[config.mk]
export PLATFORM = sky130hd
export DESIGN_NAME = dm_access_ctrl
export DESIGN_NICKNAME = d
export VERILOG_FILES = /design/src/rtl/dm_access_ctrl.sv
export SDC_FILE = /design/constraint.sdc
export NUM_CORES = 1
export LEC_CHECK = 0
export CAP_MARGIN = 20
export CORE_MARGIN = 4
export CORE_UTILIZATION = 39
export CTS_CLUSTER_SIZE = 24
export DETAILED_ROUTE_END_ITERATION = 12
export PLACE_DENSITY_LB_ADDON = 0.1
export SYNTH_ARGS = -nofsm -noshare
export SYNTH_HDL_FRONTEND = slang
export SYNTH_SLANG_ARGS = --single-unit
[constraint.sdc]
create_clock -name clk -period 3.5 [get_ports clk]
set_input_delay 0.875 -clock clk [delete_from_list [all_inputs] [get_ports clk]]
set_output_delay 0.875 -clock clk [all_outputs]
set_load 0.02 [all_outputs]
[src/rtl/dm_access_ctrl.sv]
// ---------------------------------------------------------------------------
// dm_access_ctrl
//   Data-memory access controller for the M stage. Takes one load/store per
//   request and drives the DM/bridge handshake. It produces the lane-aligned
//   address, byte enables and lane-replicated store data. It then sign- or
//   zero-extends the returned lane into a 32-bit result. Misaligned accesses
//   are reported as AdEL/AdES and never reach memory.
//
//   Optional feature macro: DM_TIMEOUT_EN
//     When defined, the controller gives up after TIMEOUT_CYC cycles of
//     mem_req without mem_ack and responds with EXC_DBE.
//     When undefined, it waits indefinitely for mem_ack.
//
// Ports
//   clk, reset       rising-edge clock; asynchronous active-high reset
//   req_valid/ready  request handshake (ready only while idle)
//   req_mode         0 none,1 lw,2 lh,3 lhu,4 lb,5 lbu,6 sw,7 sh,8 sb
//   req_addr/wdata   byte address and store data
//   mem_req/we/addr/be/wdata  memory command, held until mem_ack
//   mem_ack/rdata    memory completion and load data
//   rsp_valid        one-cycle result pulse
//   rsp_data         extended load data (0 for stores/exceptions)
//   rsp_exc/code     exception flag and code
// ---------------------------------------------------------------------------
module dm_access_ctrl #(
  parameter int DATA_W      = 32,
  parameter int ADDR_W      = 32,
  parameter int EXC_ADEL    = 4,
  parameter int EXC_ADES    = 5,
  parameter int EXC_DBE     = 7,
  parameter int TIMEOUT_CYC = 255
) (
  input  logic                clk,
  input  logic                reset,
  input  logic                req_valid,
  output logic                req_ready,
  input  logic [3:0]          req_mode,
  input  logic [ADDR_W-1:0]   req_addr,
  input  logic [31:0]         req_wdata,
  output logic                mem_req,
  output logic                mem_we,
  output logic [ADDR_W-1:0]   mem_addr,
  output logic [DATA_W/8-1:0] mem_be,
  output logic [DATA_W-1:0]   mem_wdata,
  input  logic                mem_ack,
  input  logic [DATA_W-1:0]   mem_rdata,
  output logic                rsp_valid,
  output logic [31:0]         rsp_data,
  output logic                rsp_exc,
  output logic [4:0]          rsp_exc_code
);

  localparam int BE_W   = DATA_W / 8;
  localparam int LANE_W = $clog2(BE_W);

  localparam logic [3:0] MODE_LW  = 4'd1;
  localparam logic [3:0] MODE_LH  = 4'd2;
  localparam logic [3:0] MODE_LHU = 4'd3;
  localparam logic [3:0] MODE_LB  = 4'd4;
  localparam logic [3:0] MODE_LBU = 4'd5;
  localparam logic [3:0] MODE_SW  = 4'd6;
  localparam logic [3:0] MODE_SH  = 4'd7;
  localparam logic [3:0] MODE_SB  = 4'd8;

  // access size encoding
  localparam logic [1:0] SZ_BYTE = 2'd0;
  localparam logic [1:0] SZ_HALF = 2'd1;
  localparam logic [1:0] SZ_WORD = 2'd2;

  typedef enum logic [1:0] {IDLE, ACCESS, RESP} state_t;

  state_t state, state_nxt;

  // request decode
  logic              dec_access;
  logic              dec_store;
  logic              dec_signed;
  logic [1:0]        dec_size;
  logic              dec_misalign;
  logic              accept;
  logic [LANE_W-1:0] req_off;

  // registered access attributes used when the data comes back
  logic [1:0]        size_q;
  logic              signed_q;
  logic [LANE_W-1:0] off_q;

  logic [31:0]       lane_data;
  logic              timeout;

  function automatic logic [DATA_W-1:0] replicate(input logic [1:0] size,
                                                  input logic [31:0] d);
    case (size)
      SZ_BYTE: return {(DATA_W/8){d[7:0]}};
      SZ_HALF: return {(DATA_W/16){d[15:0]}};
      default: return {(DATA_W/32){d}};
    endcase
  endfunction

  function automatic logic [BE_W-1:0] lane_mask(input logic [1:0] size,
                                                input logic [LANE_W-1:0] off);
    logic [BE_W-1:0] m;
    case (size)
      SZ_BYTE: m = BE_W'(1);
      SZ_HALF: m = BE_W'(3);
      default: m = BE_W'(15);
    endcase
    return m << off;
  endfunction

  function automatic logic [31:0] extend(input logic [1:0] size,
                                         input logic sgn,
                                         input logic [31:0] lane);
    case (size)
      SZ_BYTE: return {{24{sgn & lane[7]}}, lane[7:0]};
      SZ_HALF: return {{16{sgn & lane[15]}}, lane[15:0]};
      default: return lane;
    endcase
  endfunction

  always_comb begin
    dec_access = 1'b1;
    dec_store  = 1'b0;
    dec_signed = 1'b0;
    dec_size   = SZ_WORD;
    case (req_mode)
      MODE_LW:  dec_size = SZ_WORD;
      MODE_LH:  begin dec_size = SZ_HALF; dec_signed = 1'b1; end
      MODE_LHU: dec_size = SZ_HALF;
      MODE_LB:  begin dec_size = SZ_BYTE; dec_signed = 1'b1; end
      MODE_LBU: dec_size = SZ_BYTE;
      MODE_SW:  begin dec_size = SZ_WORD; dec_store = 1'b1; end
      MODE_SH:  begin dec_size = SZ_HALF; dec_store = 1'b1; end
      MODE_SB:  begin dec_size = SZ_BYTE; dec_store = 1'b1; end
      default:  dec_access = 1'b0;
    endcase
  end

  assign dec_misalign = ((dec_size == SZ_WORD) && (req_addr[1:0] != 2'b00)) ||
                        ((dec_size == SZ_HALF) && req_addr[0]);
  assign req_off      = req_addr[LANE_W-1:0];
  assign accept       = req_valid && (state == IDLE) && dec_access;

  // Shift the addressed lane down to bit 0; the narrower views are taken
  // from its low bits by extend().
  assign lane_data = 32'(mem_rdata >> {off_q, 3'b000});

`ifdef DM_TIMEOUT_EN
  localparam int CNT_W = ($clog2(TIMEOUT_CYC + 1) > 8) ? $clog2(TIMEOUT_CYC + 1) : 8;

  logic [CNT_W-1:0] wait_cnt;

  // Cleared while idle so every access starts counting from zero.
  always_ff @(posedge clk or posedge reset) begin
    if (reset) begin
      wait_cnt <= '0;
    end else if (state != ACCESS) begin
      wait_cnt <= '0;
    end else if (!mem_ack) begin
      wait_cnt <= wait_cnt + 1'b1;
    end
  end

  // Fires on the cycle the count would reach the limit; an ack in that same
  // cycle takes priority.
  assign timeout = (state == ACCESS) && !mem_ack &&
                   (wait_cnt == CNT_W'(TIMEOUT_CYC - 1));
`else
  assign timeout = 1'b0;
`endif

  always_ff @(posedge clk or posedge reset) begin
    if (reset) state <= IDLE;
    else       state <= state_nxt;
  end

  always_comb begin
    state_nxt = state;
    req_ready = 1'b0;
    mem_req   = 1'b0;
    rsp_valid = 1'b0;
    case (state)
      IDLE: begin
        req_ready = 1'b1;
        if (accept) state_nxt = dec_misalign ? RESP : ACCESS;
      end
      ACCESS: begin
        mem_req = 1'b1;
        if (mem_ack || timeout) state_nxt = RESP;
      end
      RESP: begin
        rsp_valid = 1'b1;
        state_nxt = IDLE;
      end
      default: state_nxt = IDLE;
    endcase
  end

  // Command and response registers
  always_ff @(posedge clk or posedge reset) begin
    if (reset) begin
      mem_we       <= 1'b0;
      mem_addr     <= '0;
      mem_be       <= '0;
      mem_wdata    <= '0;
      size_q       <= SZ_WORD;
      signed_q     <= 1'b0;
      off_q        <= '0;
      rsp_data     <= '0;
      rsp_exc      <= 1'b0;
      rsp_exc_code <= '0;
    end else if (accept) begin
      rsp_data     <= '0;
      rsp_exc      <= dec_misalign;
      rsp_exc_code <= !dec_misalign ? 5'd0 :
                      dec_store     ? 5'(EXC_ADES) : 5'(EXC_ADEL);
      // A misaligned request leaves the memory command untouched.
      if (!dec_misalign) begin
        mem_we    <= dec_store;
        mem_addr  <= {req_addr[ADDR_W-1:LANE_W], LANE_W'(0)};
        mem_be    <= lane_mask(dec_size, req_off);
        mem_wdata <= replicate(dec_size, req_wdata);
        size_q    <= dec_size;
        signed_q  <= dec_signed;
        off_q     <= req_off;
      end
    end else if (state == ACCESS) begin
      if (mem_ack) begin
        rsp_data <= mem_we ? 32'd0 : extend(size_q, signed_q, lane_data);
      end else if (timeout) begin
        rsp_data     <= '0;
        rsp_exc      <= 1'b1;
        rsp_exc_code <= 5'(EXC_DBE);
      end
    end
  end

endmodule

==> flow_results.org <==
** Run status
- The run finished with clean final reports.

** Clock network
- Post-CTS repair changed the size of 0 cells.
- Clock latency of the later-clocked register in the worst-skew pair :: roughly 0.35 ns
- Count of hold-fix buffers inserted at cts :: 0
- Clock sink count :: 108
- TritonCTS built the clock tree.
- Root Driver :: sky130_fd_sc_hd__clkbuf_16
- Total setup buffers inserted after CTS :: 0
- In this run the number of H-tree levels came out at 3.
- Maximum root-to-sink buffer count :: 2
- Clock tree synthesis inserted a total of 9 buffers.
- After clock tree synthesis, the clock-pin slew on the worst setup and hold paths is 0.07 ns.

** GRT
- Global-route usage over all layers :: 0.187
- Leftover overflow at the end of global routing :: 0
- Pin count of the biggest net entering global routing :: 74
- The via count of the first global-routing pass is 4303.
- The initial antenna violation count came to 0.
- The first global-routing pass estimated 22.1 mm of wire.

** Placement
- Detailed placer's ending HPWL :: 10.4 mm
- Buffers placed on the I/O ports in this run total 208.
- OpenSTA, run right after detailed placement, puts the worst setup slack at 0.0484 ns.
- At the end of routability-driven placement, the weighted congestion stood at 0.868.
- Total cell area at the placement stage :: 7400 µm²

** STA
- Period utilisation layout :: 0.875
- The smallest clock period supported by the final layout is computed as 3.06 ns.
- Number of slew-limit violations in the final report :: 0
- Summed over all failing endpoints, the final setup total negative slack is 0 ns.
- Final hold violations :: 0
- Across the routed clock network, the largest skew measured is 0.00471 ns.
- For the pin with the worst max-slew slack, the measured transition is 0.901 ns.
- Setup violations remaining at the end of the flow were counted as 0.
- Minimum hold slack :: 0.487 ns
- Setup repair after global routing left no endpoint under its margin.
- Static timing analysis puts the maximum clock frequency at 0.327 GHz.
- Setup slack on the critical path of the routed design comes to between 0.4 and 0.5 ns.
- In this run the tightest slew margin relative to its limit is 0.400.

** Floorplanning
- I/O pin cnt :: 214
- The floorplan has 41 rows.
- The region available for standard cell placement spans between 10000 and 15000 µm².
- The die covers 15200 µm².
- From bottom edge to top edge, the die measures ~120 µm.
- Chip width :: 123 µm
- The initial utilization of the core area, before any placement, comes to 0.403.

** Synth
- The synthesized design contains approximately 110 register bits.
- Average cell area after synthesis :: 12.9 µm²
- The most used flip-flop cell after synthesis is sky130_fd_sc_hd__dfrtp_1.
- sky130_fd_sc_hd__dfrtp_1 takes more of the synthesized area than any other cell.
- The share of synthesized area in the top cell type comes to 0.518.
- The share of the Yosys chip area taken by registers is 0.523.
- Mapped Cells :: 402
- Top cells by area in the synthesized netlist :: sky130_fd_sc_hd__dfrtp_1 52%, sky130_fd_sc_hd__mux2_2 17%, sky130_fd_sc_hd__mux2i_1 5.2%, sky130_fd_sc_hd__o2bb2ai_1 3.7%, sky130_fd_sc_hd__mux2_4 2.3%
- During synthesis, Yosys emitted a total of 0 warnings.
- After synthesis, the most frequently instantiated cells are 107 x sky130_fd_sc_hd__dfrtp_1, 76 x sky130_fd_sc_hd__mux2_2, 27 x sky130_fd_sc_hd__mux2i_1.
- Count leader, synth :: sky130_fd_sc_hd__dfrtp_1
- In this run, synthesis inferred 0 flip-flops with an integrated enable.
- Count of different cell masters after synthesis :: 46
- The cell area that synthesis handed to floorplanning was between 5000 and 6000 µm².
- Async S/R FF share, synth :: 1.00

** Setup path
- In this run the critical register-to-register path is launched from state[1]$_DFFE_PP0P_.
- Worst Path Max Fanout :: 18
- The worst setup path is captured at a flop.
- The largest individual stage delay along the critical path comes from the cell sky130_fd_sc_hd__o31a_1.
- Walking the worst path, the cells encountered are clkdlybuf4s50_1 -> or4b_1 -> o31a_1 -> mux2_2 -> mux2_4.
- FF-to-FF path depth :: 4
- In this run the critical register-to-register path is captured at rsp_data[29]$_DFFE_PP0P_.
- Startpoint Class :: input pin
- At the worst endpoint, the arrival time is approximately 3.3 ns.
- Longest individual stage delay on the worst path :: 0.78 ns
- Setup slack, reg-to-reg :: 1.35 ns
- Classification of the worst setup path :: in2reg
- The most critical setup path has its startpoint at req_mode[2].
- Data required time of the worst path :: 3.73 ns

** Flow run
- Max Cap Viol :: 0

** Detailed routing
- Number of vias per cell after detailed routing :: 5.14
- Routed via count :: 3987
- For this block, the initial DRC count from the detailed router was ~230.
- Routed Wire Length :: between 10 and 15 mm
- Antenna Nets Post-Route :: 0
- DRC violations left :: 0
- After detailed routing, the average wire length per cell comes to between 15 and 20 µm.
- Length of the first detailed-routing pass in iterations :: 7

** Pwr
- IR analysis of the VDD net gives a maximum drop of ~0.3 mV.
- In this run the static leakage power is 0.00327 µW.
- Areal power density over the cells :: approximately 670 nW/µm²

** Layout
- The sequential cells in the finished layout cover a total of 2700 µm².
- Share of cells above drive strength 1 :: 0.199
- In the final layout, the multi-input gates occupy 2210 µm².
- # nets final :: 703
- Final Cell Area :: 7680 µm²
- Core Util, Final :: 0.599
- Area growth from synthesis to final layout :: 48.4%
- Filler cells :: 1102
- The number of antenna diodes in the final layout is 0.

** Worst hold path
- In this run the worst hold path is classified as reg2reg.
- Cell count of the worst hold path :: 1
- The startpoint identified for the worst hold timing path is rsp_data[10]$_DFFE_PP0P_.
- Destination of the worst hold path :: rsp_data[10]$_DFFE_PP0P_
metrics by stage:
stage | cells | power [µW]
after floorplan | 406 | 3110
after global placement | 760 | 4190
after detailed placement | 760 | 4220
after CTS | 776 | 5210
after global routing | 776 | 5440
final | 776 | 5150
registers in the layout (all words and copies together) (netlist names):
register / flops
mem_addr: 30
mem_be: 4
mem_wdata: 32
mem_we: 1
off_q: 2
rsp_data: 32
rsp_exc_code: 2
signed_q: 1
size_q: 2
state: 2
critical path, delay by kind of cell:
family,cells,cell delay (ns)
buffers and inverters,1,0.63
multiplexers,2,0.67
AO/OA/AOI/OAI,1,0.78
AND/OR/NAND/NOR,1,0.32
power breakdown:
| group | leakage, µW | switching [µW] | internal [µW] | total [µW] |
|---|---|---|---|---|
| Sequential | 0.00135 | 237 | 1640 | 1880 |
| Clock | 0.000142 | 449 | 520 | 970 |
| Combinational | 0.00178 | 1100 | 1210 | 2310 |
placed cells by master (no fill, tap or decap), drive strengths merged, types with 11 or more instances in the layout:
cell             n
clkdlybuf4s50  208
dfrtp          107
mux2            84
mux2i           27
o2bb2ai         22
inv             17
nor2            16
clkbuf          12
a21oi           11
layer usage:
metal  part of all wire  wire [µm]  vias up  global-route usage
met5                  0          0        -                   0
met3              0.088       1220       17              0.0627
met1               0.43       5960     1942               0.241
li1                   -          -     1876                   -
met4              0.016        227        0              0.0616
met2               0.47       6570      152               0.296
final cells by class:
class | count | share of cell area
clock buffer | 12 | 0.0334
clock inverter | 4 | 0.00310
sequential | 108 | 0.352
inverter | 18 | 0.00929
tap | 172 | 0.0280
timing repair buffer | 218 | 0.286
multi-input combinational | 244 | 0.288
worst max path at each step:
stage,end
2_1_floorplan,mem_wdata[8]$_DFFE_PP0P_
3_3_place_gp,mem_wdata[18]$_DFFE_PP0P_
3_5_place_dp,mem_wdata[17]$_DFFE_PP0P_
4_1_cts,mem_wdata[17]$_DFFE_PP0P_
5_1_grt,mem_wdata[17]$_DFFE_PP0P_
6_report,mem_wdata[17]$_DFFE_PP0P_
cells by family after synthesis:
family          count (synthesis)  share of synthesized area
compound gates                 80                      0.125
xor+xnor                        1                    0.00169
buf+inv                        54                     0.0554
flops                         108                      0.523
mux                           113                      0.250
other cells                     1                   0.000725
simple gates                   45                     0.0452
Note: power is estimated with default switching activity, not from simulation.
